<file path="config.mk">
export PLATFORM = sky130hd
export DESIGN_NAME = clock24_disp_scan_flat
export DESIGN_NICKNAME = d
export VERILOG_FILES = /design/src/rtl/clock24_disp_if.sv /design/src/rtl/clock24_disp_scan.sv /design/src/flat_wrapper.sv
export SDC_FILE = /design/constraint.sdc
export NUM_CORES = 1
export LEC_CHECK = 0
export CAP_MARGIN = 10
export CORE_ASPECT_RATIO = 1.25
export CORE_MARGIN = 1.5
export CORE_UTILIZATION = 50
export DETAILED_ROUTE_END_ITERATION = 6
export PLACE_DENSITY = 0.71
export SLEW_MARGIN = 20
export SYNTH_ARGS = -nofsm -noshare
export SYNTH_HDL_FRONTEND = slang
export SYNTH_SLANG_ARGS = --single-unit
</file>
<file path="constraint.sdc">
create_clock -name clk -period 2 [get_ports clk]
set_input_delay 0.4 -clock clk [delete_from_list [all_inputs] [get_ports clk]]
set_output_delay 0.4 -clock clk [all_outputs]
set_load 0.1 [all_outputs]
</file>
<file path="src/rtl/clock24_disp_if.sv">
// Digit bus from the BCD clock counter plus the multiplexed 7-segment drive lines.
interface clock24_disp_if;
    logic [3:0] min1;
    logic [2:0] min10;
    logic [3:0] hour1;
    logic [1:0] hour10;
    logic [3:0] an;
    logic [6:0] seg;
    logic       dp;

    modport master (
        output min1, min10, hour1, hour10,
        input  an, seg, dp
    );

    modport slave (
        input  min1, min10, hour1, hour10,
        output an, seg, dp
    );
endinterface

</file>
<file path="src/rtl/clock24_disp_scan.sv">
// Four-digit common-anode scan driver for HH:MM. The digits are snapshotted once per frame.
// It also provides guard cycles, leading-zero blanking, a dash for bad digits and a blinking colon.
module clock24_disp_scan #(
    parameter int SCAN_DIV  = 1000,
    parameter int GUARD     = 2,
    parameter int BLINK_DIV = 25000,
    parameter bit LZB       = 1'b1
) (
    input  logic          clk,
    input  logic          reset,
    clock24_disp_if.slave bus
);
    localparam int CW = $clog2(SCAN_DIV);
    localparam int BW = (BLINK_DIV > 1) ? $clog2(BLINK_DIV) : 1;
    localparam logic [CW-1:0] CNT_LAST  = CW'(SCAN_DIV - 1);
    localparam logic [CW-1:0] GUARD_C   = CW'(GUARD);
    localparam logic [BW-1:0] BLINK_LAST = BW'(BLINK_DIV - 1);

    logic [CW-1:0]     cnt_q, cnt_d;
    logic [1:0]        sel_q, sel_d;
    logic [3:0][3:0]   snap_q, snap_d;
    logic [BW-1:0]     blink_q, blink_d;
    logic              phase_q, phase_d;
    logic [3:0]        an_q, an_d;
    logic [6:0]        seg_q, seg_d;
    logic              dp_q, dp_d;

    logic [3:0]        an_onehot_n;
    logic [3:0]        digit;
    logic              guard;

    function automatic logic [6:0] seg_decode(input logic [3:0] d);
        case (d)
            4'd0:    seg_decode = 7'h40;
            4'd1:    seg_decode = 7'h79;
            4'd2:    seg_decode = 7'h24;
            4'd3:    seg_decode = 7'h30;
            4'd4:    seg_decode = 7'h19;
            4'd5:    seg_decode = 7'h12;
            4'd6:    seg_decode = 7'h02;
            4'd7:    seg_decode = 7'h78;
            4'd8:    seg_decode = 7'h00;
            4'd9:    seg_decode = 7'h10;
            default: seg_decode = 7'h3F;
        endcase
    endfunction

    // Active-low anode pattern for the selected slot.
    generate
        for (genvar gi = 0; gi < 4; gi++) begin : g_anode
            assign an_onehot_n[gi] = (sel_q != 2'(gi));
        end
    endgenerate

    assign digit = snap_q[sel_q];
    assign guard = (cnt_q < GUARD_C);

    always_comb begin
        cnt_d   = cnt_q + 1'b1;
        sel_d   = sel_q;
        snap_d  = snap_q;
        blink_d = blink_q + 1'b1;
        phase_d = phase_q;
        an_d    = 4'b1111;
        seg_d   = 7'h7F;
        dp_d    = 1'b1;

        if (cnt_q == CNT_LAST) begin
            cnt_d = '0;
            sel_d = sel_q + 2'd1;
            if (sel_q == 2'd3) begin
                snap_d[0] = bus.min1;
                snap_d[1] = {1'b0, bus.min10};
                snap_d[2] = bus.hour1;
                snap_d[3] = {2'b00, bus.hour10};
            end
        end

        if (blink_q == BLINK_LAST) begin
            blink_d = '0;
            phase_d = ~phase_q;
        end

        if (!guard) begin
            if (!(LZB && (sel_q == 2'd3) && (digit == 4'd0))) begin
                an_d  = an_onehot_n;
                seg_d = seg_decode(digit);
            end
            if ((sel_q == 2'd2) && phase_q) begin
                dp_d = 1'b0;
            end
        end
    end

    always_ff @(posedge clk) begin
        if (reset) begin
            cnt_q   <= '0;
            sel_q   <= '0;
            snap_q  <= '0;
            blink_q <= '0;
            phase_q <= 1'b1;
            an_q    <= 4'b1111;
            seg_q   <= 7'h7F;
            dp_q    <= 1'b1;
        end else begin
            cnt_q   <= cnt_d;
            sel_q   <= sel_d;
            snap_q  <= snap_d;
            blink_q <= blink_d;
            phase_q <= phase_d;
            an_q    <= an_d;
            seg_q   <= seg_d;
            dp_q    <= dp_d;
        end
    end

    assign bus.an  = an_q;
    assign bus.seg = seg_q;
    assign bus.dp  = dp_q;
endmodule
</file>
<file path="src/flat_wrapper.sv">
// flat-port wrapper written by rule: the top's interface ports become plain ports
module clock24_disp_scan_flat 
#(
    parameter int SCAN_DIV  = 1000,
    parameter int GUARD     = 2,
    parameter int BLINK_DIV = 25000,
    parameter bit LZB       = 1'b1
)
  (clk, reset, bus_min1, bus_min10, bus_hour1, bus_hour10, bus_an, bus_seg, bus_dp);
  clock24_disp_if bus_i ();
  input  logic clk;
  input  logic reset;
  input wire logic [$bits(bus_i.min1)-1:0] bus_min1;
  input wire logic [$bits(bus_i.min10)-1:0] bus_min10;
  input wire logic [$bits(bus_i.hour1)-1:0] bus_hour1;
  input wire logic [$bits(bus_i.hour10)-1:0] bus_hour10;
  output wire logic [$bits(bus_i.an)-1:0] bus_an;
  output wire logic [$bits(bus_i.seg)-1:0] bus_seg;
  output wire logic [$bits(bus_i.dp)-1:0] bus_dp;
  assign bus_i.min1 = bus_min1;
  assign bus_i.min10 = bus_min10;
  assign bus_i.hour1 = bus_hour1;
  assign bus_i.hour10 = bus_hour10;
  assign bus_an = bus_i.an;
  assign bus_seg = bus_i.seg;
  assign bus_dp = bus_i.dp;
  clock24_disp_scan #(.SCAN_DIV(SCAN_DIV), .GUARD(GUARD), .BLINK_DIV(BLINK_DIV), .LZB(LZB)) u_core (.clk(clk), .reset(reset), .bus(bus_i));
endmodule
</file>
After elaboration in Yosys (flattened, before gate mapping)
Memory sizes are Yosys's and may differ from the RTL's. A register that Yosys moved wholly into a read port is not among the register bits.
Cells that the tools add are included.
W data, S select, Z words.
{ "word_totals": {"word_cells": 36, "regBits": 46, "n_memories": 1, "output_inout_bits": 12, "romBits": 112} }
{ "classes": {"n_lt_le_gt_ge": 2, "n_bitwise": 1, "n_reduce_logical": 9, "mux": 3, "n_eq_ne": 7, "addsub": 3} }
{ "memory_table": {"columns": ["name", "depth", "width", "rd", "rd_clocked_by_memory_dff", "wr", "line", "text"], "rows": [
  ["(name not given)", 16, 7, 1, 1, 0, "clock24_disp_scan.sv:33", "case (d)"]
]} }
{ "ops": {"columns": ["operator", "count"], "rows": [
  ["$add A15 B1 Y15 const B", 1],
  ["$eq A15 B15 Y1 const B", 1],
  ["$add A10 B1 Y10 const B", 1],
  ["$eq A10 B10 Y1 const B", 1],
  ["$lt A10 B2 Y1 const B", 1],
  ["$bmux W4 S2", 1],
  ["$reduce_or A2 Y1", 3],
  ["$eq A2 B2 Y1 const B", 2],
  ["$logic_not A4 Y1", 1],
  ["$mux W4", 1],
  ["$ne A2 B2 Y1 const B", 2],
  ["$lt A2 B3 Y1 const B", 1],
  ["$reduce_or A3 Y1", 1],
  ["$add A2 B1 Y2 const B", 1],
  ["$logic_and A1 B1 Y1", 2],
  ["$ne A2 B1 Y1 const B", 1],
  ["$reduce_and A2 Y1", 1],
  ["$reduce_bool A2 Y1", 1],
  ["$mux W1", 1],
  ["$not A1 Y1", 1]
]} }

Longest topological paths before layout
Gate-level depths: netlist of run 1.
{ "logic_depth": {"depth_word": 5, "depth_mapped": 8, "mapped_depth_nobuf": 6} }

Least setup slack after synthesis of run 1
OpenSTA, ideal clock, no wires.
{ "synth_timing": {"kind": "reg2reg", "start": "reg u_core.sel_q[1]", "end": "reg u_core.seg_q[0], in the netlist u_core.bus.seg[0]", "stages_incl_launch_ff": 9, "arrival_ps": 1801, "setup_ps": 69, "period_less_slack_ps": 1870, "setup_slack_ps": 130, "cell_sequence": "dfxtp_1 buf_6 mux4_2 inv_1 ha_1 nand2_1 o31a_1 buf_6 o21ai_1"} }
{ "synth_via": {"elab_chain_len": 5, "word_cells_on_any_way": 6, "classes_between": "1 x eq/ne; 2 x mux; 3 x reduce/logical"} }
{ "synth_lines": {"columns": ["element", "line", "text"], "rows": [
  ["from (decl)", "clock24_disp_scan.sv:20", "logic [1:0] sel_q, sel_d;"],
  ["from (signal assigned)", "clock24_disp_scan.sv:107", "sel_q <= sel_d;"],
  ["$bmux W4 S2", "clock24_disp_scan.sv:55", "assign digit = snap_q[sel_q];"],
  ["$mux W4 (not written as such)", "clock24_disp_scan.sv:55", null],
  ["$logic_not A4 Y1", "clock24_disp_scan.sv:85", "if (!(LZB && (sel_q == 2'd3) && (digit == 4'd0))) begin"],
  ["$logic_and A1 B1 Y1", "clock24_disp_scan.sv:85", null],
  ["$reduce_or A3 Y1 (no source line)", null, null],
  ["to (decl)", "clock24_disp_scan.sv:25", "logic [6:0] seg_q, seg_d;"]
]} }
Parallel ways exist; a longest one is shown, timed or not. The select of a mux whose other input is x is not followed.
A chain may end at the register's enable or synchronous reset.

Worst setup path in the final report of run 1
{ "layout_timing": {"start": "reg u_core.sel_q[1]", "end": "reg u_core.seg_q[1], in the netlist u_core.bus.seg[1]"} }
Same word-level chain as after synthesis.

==> flow_metrics.env, run 1 <==
export IMPL_critPathSlowestCell="mux4_2"
export IMPL_critical_path_max_stage_delay_ps=550
export IMPL_drc_errors=0
export IMPL_cts_tree="yes"
export IMPL_avgViaCountPerCell=5.136
export IMPL_fin_setup_tns_ps=0
export IMPL_tightest_slew_ps=363.4
export IMPL_die_h_um=80.50
export IMPL_min_path_type="reg2reg"
export IMPL_criticalPathCategory="reg2reg"
export IMPL_worst_ir_drop_vdd_uv=446.8
export IMPL_ioPinCount=27
export IMPL_power_leakage_nw=1.135
export IMPL_fp_coreArea_sq_um=4695
export IMPL_antennaDiodeCount=0
export IMPL_clock_sinks=53
export IMPL_finalCritPeriodShare_pct=93.09
export IMPL_async_flop_share_pct=0
export IMPL_grt_setup_unrepaired="no"
export IMPL_path_cells="mux4_2, inv_1, ha_1, nand2_1, o31a_2, o21ai_1"
export IMPL_syn_avg_cell_area_sq_um=9.687
export IMPL_finClkSkew_ps=7.748
export IMPL_yosys_area_top_type="dfxtp_1"
export IMPL_cts_root_buf="clkbuf_8"
export IMPL_yosysTopAreaCellShare_pct=44.17
export IMPL_grt_antenna_before_repair=0
export IMPL_grt_pass1_vias=1658
export IMPL_post_drt_wl_per_cell_um=12.49
export IMPL_synth_most_common_cell="dfxtp_1"
export IMPL_rows=28
export IMPL_cp_num_buf_inv=1
export IMPL_initial_core_util_pct=51.17
export IMPL_area_growth_pct=16.30
export IMPL_yosys_warnings=0
export IMPL_synth_edf_count=0
export IMPL_critPathArrivalTime_ps=2100
export IMPL_swShare_pct=23.56
export IMPL_cp_data_required_time_ps=2240
export IMPL_placed_cells=330
export IMPL_setup_viol=0
export IMPL_synth_commonest_cells="53 x dfxtp_1, 43 x nor2_1, 16 x mux2i_1"
export IMPL_synth_fp_nets=274
export IMPL_drt_iter0_drc=125
export IMPL_drv_cap=0
export IMPL_grt_pass1_wl_um=7120
export IMPL_combPwrFrac_pct=9.9
export IMPL_drt_total_wl_um=4223
export IMPL_dieWidth_um=65.00
export IMPL_maxSlewViolCount=0
export IMPL_hold_viol=0
export IMPL_min_period_ps=1862
export IMPL_post_cts_buffers=0
export IMPL_clk_latency_ps=300
export IMPL_worstSetupEndpointType="register"
export IMPL_p_seq_share_pct=53.8
export IMPL_clk_pin_slew_ps=90
export IMPL_fin_nets=303
export IMPL_gr_total_overflow=0
export IMPL_syn_inst=248
export IMPL_ys_top_cells_by_area="dfxtp_1 44%, nor2_1 6.7%, mux2i_1 6.7%"
export IMPL_first_pass_iters=4
export IMPL_clkPwrFrac_pct=36.3
export IMPL_post_dp_hpwl_um=3218
export IMPL_ant_nets=0
export IMPL_cts_buffers=5
export IMPL_clockBufferDepth=2
export IMPL_layout_drive_gt1_share_pct=14.03
export IMPL_switchingPower_uw=477.0
export IMPL_maxSlewHeadroom_pct=75.52
export IMPL_synth_seq_cells=53
export IMPL_intPower_mw=1.548
export IMPL_path_max_fanout=11
export IMPL_h_tree_depth=2
export IMPL_synth_flop_cell="dfxtp_1"
export IMPL_num_vias=1736
export IMPL_io_buffers=26
export IMPL_dieArea_sq_um=5232
export IMPL_ys_types=42
export IMPL_final_cells=338
export IMPL_fmax_mhz=537.1
export IMPL_grt_max_degree=21
export IMPL_grt_usage_pct=17.76
export IMPL_netlist_area_sq_um=2402
export IMPL_yosysSeqAreaShare_pct=44.17
export IMPL_power_density_nw_per_um2=724.7
export IMPL_gp_congestion=0.8223
export IMPL_status="completed"
export IMPL_start_kind="register"
export IMPL_critPathTopFamily="multiplexers"
## through the flow
stage / setup WS (ps) / hold WS, ps / utilization [%] / area, sq um / power, mW
floorplan: 129.7 / 379.6 / - / 2402 / 1.258
global placement: 134.0 / 427.9 / 56.98 / 2675 / 1.313
detailed placement: 67.56 / 422.0 / 56.98 / 2675 / 1.316
CTS: 50.65 / 448.9 / 59.46 / 2791 / 2.055
global route: 22.70 / 473.1 / 59.51 / 2794 / 2.110
finish: 138.2 / 441.7 / 59.51 / 2794 / 2.025
## sequential cells by signal, indices dropped and copies added, names as in the netlist
register        flops
u_core.blink_q     15
u_core.snap_q      13
u_core.cnt_q       10
u_core.bus.seg      7
u_core.bus.an       4
u_core.sel_q        2
u_core.bus.dp       1
u_core.phase_q      1
## what timing repair did
item / in CTS / in global routing
resized for setup: 0 / 2
hold buffers: 0 / 0
setup endpoints to repair: 0 / 11
## kinds of logic (layout without fill, tap and decap cells)
family,Yosys count,after routing,share of synthesized area (%)
AND/OR/NAND/NOR,103,103,22.45
flip-flops,53,53,44.17
AO/OA/AOI/OAI,22,22,5.729
XOR/XNOR,21,21,7.656
multiplexers,19,19,9.479
buffers and inverters,19,49,4.792
adder cells (fa/ha/maj),11,11,5.729
## layout by cell type, fill, tap and decap left out, types with 2 or more instances in the layout
master / count
nand3b_1: 2
clkdlybuf4s50_1: 14
xor2_1: 12
and3_1: 4
and4_1: 3
nor3b_1: 3
dfxtp_1: 52
nand4_1: 5
nor4b_1: 2
nand2b_1: 3
nand3_1: 8
o21ai_1: 4
a21oi_1: 5
mux2i_1: 16
o21ai_2: 4
inv_1: 8
ha_1: 11
xnor2_1: 9
o21ai_0: 4
clkbuf_8: 6
nor3_1: 4
or3_1: 2
buf_4: 19
nor2_1: 43
and2_1: 2
mux4_2: 2
nor4_1: 2
nand2_1: 13
## power by group through the flow
stage	clock network, mW	logic (mW)	registers (mW)
finish	0.736	0.201	1.09
global placement	0	0.200	1.11
floorplan	0	0.0486	1.21
global route	0.804	0.214	1.09
detailed placement	0	0.202	1.11
CTS	0.764	0.202	1.09
## routing by layer
layer | GRT usage (%) | vias to the layer above | share of wire (%) | wire, um
li1 | - | 896 | - | -
met1 | 18.48 | 812 | 41 | 1751
met2 | 33.40 | 23 | 54 | 2264
met3 | 5.042 | 5 | 3.7 | 155
met4 | 6.383 | 0 | 1.2 | 52
met5 | 0 | - | 0 | 0
## worst register-to-register path, stage by stage, from the launching register on
cell     delay, ps
dfxtp_2        370
mux4_2         550
inv_1          140
ha_1           180
nand2_1         50
o31a_2         390
o21ai_1        110
## final timing paths
check	from	to	slack, ps	cells past startpoint
hold / removal	u_core.phase_q	u_core.bus.dp	440	1
hold reg to reg	u_core.phase_q	u_core.bus.dp	440	1
setup reg to reg	u_core.sel_q[1]	u_core.bus.seg[1]	140	6
setup / recovery	u_core.sel_q[1]	u_core.bus.seg[1]	140	6
## layout make-up
class / count / area [sq um]
fill: 431 / 1901
multi-input combinational: 176 / 1227
sequential: 53 / 1062
timing repair buffer: 33 / 282.8
clock buffer: 7 / 86.33
tap: 60 / 75.07
clock inverter: 1 / 30.03
inverter: 8 / 30.03
(Power assumes the default switching activity.)
==> run 2: changes to the inputs <==
--- a/config.mk
+++ b/config.mk
@@ -7,7 +7,6 @@
 export LEC_CHECK = 0
 export CAP_MARGIN = 10
 export CORE_ASPECT_RATIO = 1.25
-export CORE_MARGIN = 1.5
 export CORE_UTILIZATION = 50
 export DETAILED_ROUTE_END_ITERATION = 6
 export PLACE_DENSITY = 0.71
==> constraint.sdc (replaced) <==
create_clock -name clk -period 2.21 [get_ports clk]
set_input_delay 0.442 -clock clk [delete_from_list [all_inputs] [get_ports clk]]
set_output_delay 0.442 -clock clk [all_outputs]
set_load 0.1 [all_outputs]
==> flow_metrics.env, run 2 (synthesis gave the netlist of run 1 again) <==
export IMPL_top_register="u_core.blink_q"
export IMPL_gp_congestion=0.9014
export IMPL_switchingPower_uw=432.3
export IMPL_ant_nets=0
export IMPL_layout_drive_gt1_share_pct=13.00
export IMPL_top_usage_layer="met2"
export IMPL_avgViaCountPerCell=5.125
export IMPL_layout_common_cells="53 x dfxtp_1, 43 x nor2_1, 18 x buf_4"
export IMPL_clkPwrFrac_pct=36.3
export IMPL_grt_use_met3_pct=3.429
export IMPL_worstSetupEndpointType="register"
export IMPL_cp_data_required_time_ps=2440
export IMPL_grt_setup_unrepaired="no"
export IMPL_total_power_mw=1.833
export IMPL_placed_cells=327
export IMPL_clockBufferDepth=2
export IMPL_drc_errors=0
export IMPL_met1_usage_pct=20.23
export IMPL_fin_nets=302
export IMPL_drv_cap=0
export IMPL_dieArea_sq_um=5087
export IMPL_fp_coreArea_sq_um=4493
export IMPL_crit_cells=6
export IMPL_grt_antenna_before_repair=0
export IMPL_cts_buffers=5
export IMPL_critPathTopFamily="multiplexers"
export IMPL_cts_resized=0
export IMPL_r2r_start="u_core.sel_q[1]"
export IMPL_dieWidth_um=64.00
export IMPL_maxSlewViolCount=0
export IMPL_intPower_mw=1.401
export IMPL_worst_ir_drop_vdd_uv=458.9
export IMPL_combPwrFrac_pct=9.9
export IMPL_min_path_type="reg2reg"
export IMPL_fin_setup_tns_ps=0
export IMPL_clk_pin_slew_ps=90
export IMPL_p_seq_share_pct=53.8
export IMPL_largest_register_ffs=15
export IMPL_first_pass_iters=4
export IMPL_io_buffers=26
export IMPL_power_density_nw_per_um2=659.1
export IMPL_post_drt_wl_per_cell_um=12.80
export IMPL_drt_total_wl_um=4288
export IMPL_min_period_ps=1971
export IMPL_criticalPathCategory="reg2reg"
export IMPL_setup_viol=0
export IMPL_rows=27
export IMPL_maxSlewHeadroom_pct=62.70
export IMPL_grtUsageMet2_pct=33.94
export IMPL_grt_max_degree=19
export IMPL_antennaDiodeCount=0
export IMPL_swShare_pct=23.58
export IMPL_post_dp_hpwl_um=3233
export IMPL_cts_root_buf="clkbuf_8"
export IMPL_h_tree_depth=2
export IMPL_tightest_slew_ps=558.2
export IMPL_finalCritPeriodShare_pct=89.19
export IMPL_cts_tree="yes"
export IMPL_critPathSlowestCell="mux4_2"
export IMPL_ioPinCount=27
export IMPL_grt_pass1_wl_um=7286
export IMPL_post_cts_buffers=0
export IMPL_num_vias=1717
export IMPL_gr_total_overflow=0
export IMPL_initial_core_util_pct=53.47
export IMPL_cp_num_buf_inv=1
export IMPL_drt_iter0_drc=89
export IMPL_critPathArrivalTime_ps=2210
export IMPL_regToRegSetupSlack_ps=240
export IMPL_final_cells=335
export IMPL_path_cells="mux4_2, inv_1, ha_1, nand2_1, o31a_1, o21ai_1"
export IMPL_clock_sinks=53
export IMPL_area_growth_pct=15.78
export IMPL_fmax_mhz=507.3
export IMPL_holdBufCountCts=0
export IMPL_path_max_fanout=11
export IMPL_die_h_um=79.50
export IMPL_status="completed"
export IMPL_critical_path_max_stage_delay_ps=580
export IMPL_final_common_cell="dfxtp_1"
export IMPL_reg2reg_depth=6
export IMPL_hold_viol=0
export IMPL_rr_endpoint="u_core.bus.seg[1]"
export IMPL_finClkSkew_ps=6.307
export IMPL_setup_worst_path_start="u_core.sel_q[1]"
export IMPL_grt_usage_pct=18.66
export IMPL_grt_pass1_vias=1656
export IMPL_endpoint="u_core.bus.seg[1]"
export IMPL_clk_latency_ps=300
export IMPL_start_kind="register"
export IMPL_power_leakage_nw=1.130
export IMPL_reg_largest_list="u_core.blink_q: 15 flops, u_core.snap_q: 13 flops, u_core.cnt_q: 10 flops"
[run 2: cell count changes in the layout (fill, tap and decap cells not counted), sizes merged]
cell and change:
buf -1
[run 2: power by group through the flow]
| stage | clock network (mW) | logic [mW] | registers, mW |
|---|---|---|---|
| finish | 0.666 | 0.181 | 0.986 |
| global route | 0.713 | 0.193 | 0.989 |
| CTS | 0.682 | 0.182 | 0.986 |
| detailed placement | 0 | 0.181 | 1.01 |
| global placement | 0 | 0.180 | 1.01 |
| floorplan | 0 | 0.0440 | 1.09 |
[run 2: worst reg2reg max path: cells and delay by family, from the launching register on]
family / cells / cell delay [ps]
flops: 1 / 420
simple gates: 1 / 60
buf+inv: 1 / 140
mux: 1 / 580
compound gates: 2 / 530
fa+ha+maj: 1 / 180
[run 2: worst min-delay path by stage]
| stage | from | end | depth (start not counted) |
|---|---|---|---|
| floorplan | u_core.phase_q | u_core.bus.dp | 1 |
| global placement | u_core.phase_q | u_core.bus.dp | 1 |
| finish | u_core.phase_q | u_core.bus.dp | 1 |
| CTS | u_core.phase_q | u_core.bus.dp | 1 |
| detailed placement | u_core.phase_q | u_core.bus.dp | 1 |
| global route | u_core.phase_q | u_core.bus.dp | 1 |
[run 2: cell type report]
cell class	instances	area, sq um
fillers	402	1712
multi-input cells	176	1226
flip-flops and latches	53	1061
repair buffers	32	275.3
clock buffers	7	86.33
well taps	58	72.57
clock inverters	1	30.03
inverters	8	30.03
[run 2: per-stage QoR]
| step | cell area (sq um) | hold slack (ps) | utilization [%] | setup WS [ps] |
|---|---|---|---|---|
| after floorplan | 2402 | 379.6 | - | 339.7 |
| after detailed placement | 2665 | 410.4 | 59.32 | 254.5 |
| final | 2781 | 424.2 | 61.90 | 238.8 |
| after CTS | 2781 | 432.3 | 61.90 | 230.4 |
| after global routing | 2781 | 440.3 | 61.90 | 91.57 |
| after global placement | 2665 | 409.6 | 59.32 | 323.9 |
[run 2: metal layers]
layer / part of all wire (%) / vias up / wire, um
met5: 0 / - / 0
met1: 41 / 800 / 1779
met2: 54 / 24 / 2297
met3: 3.1 / 6 / 133
met4: 1.8 / 0 / 79
li1: - / 887 / -
==> run 3: changes to the inputs <==
--- a/config.mk
+++ b/config.mk
@@ -9,6 +9,7 @@
 export CORE_ASPECT_RATIO = 1.25
 export CORE_UTILIZATION = 50
 export DETAILED_ROUTE_END_ITERATION = 6
+export GPL_ROUTABILITY_DRIVEN = 0
 export PLACE_DENSITY = 0.71
 export SLEW_MARGIN = 20
 export SYNTH_ARGS = -nofsm -noshare
==> results of run 3 <==
The final DEF is identical to that of run 2; final timing and power are the same.
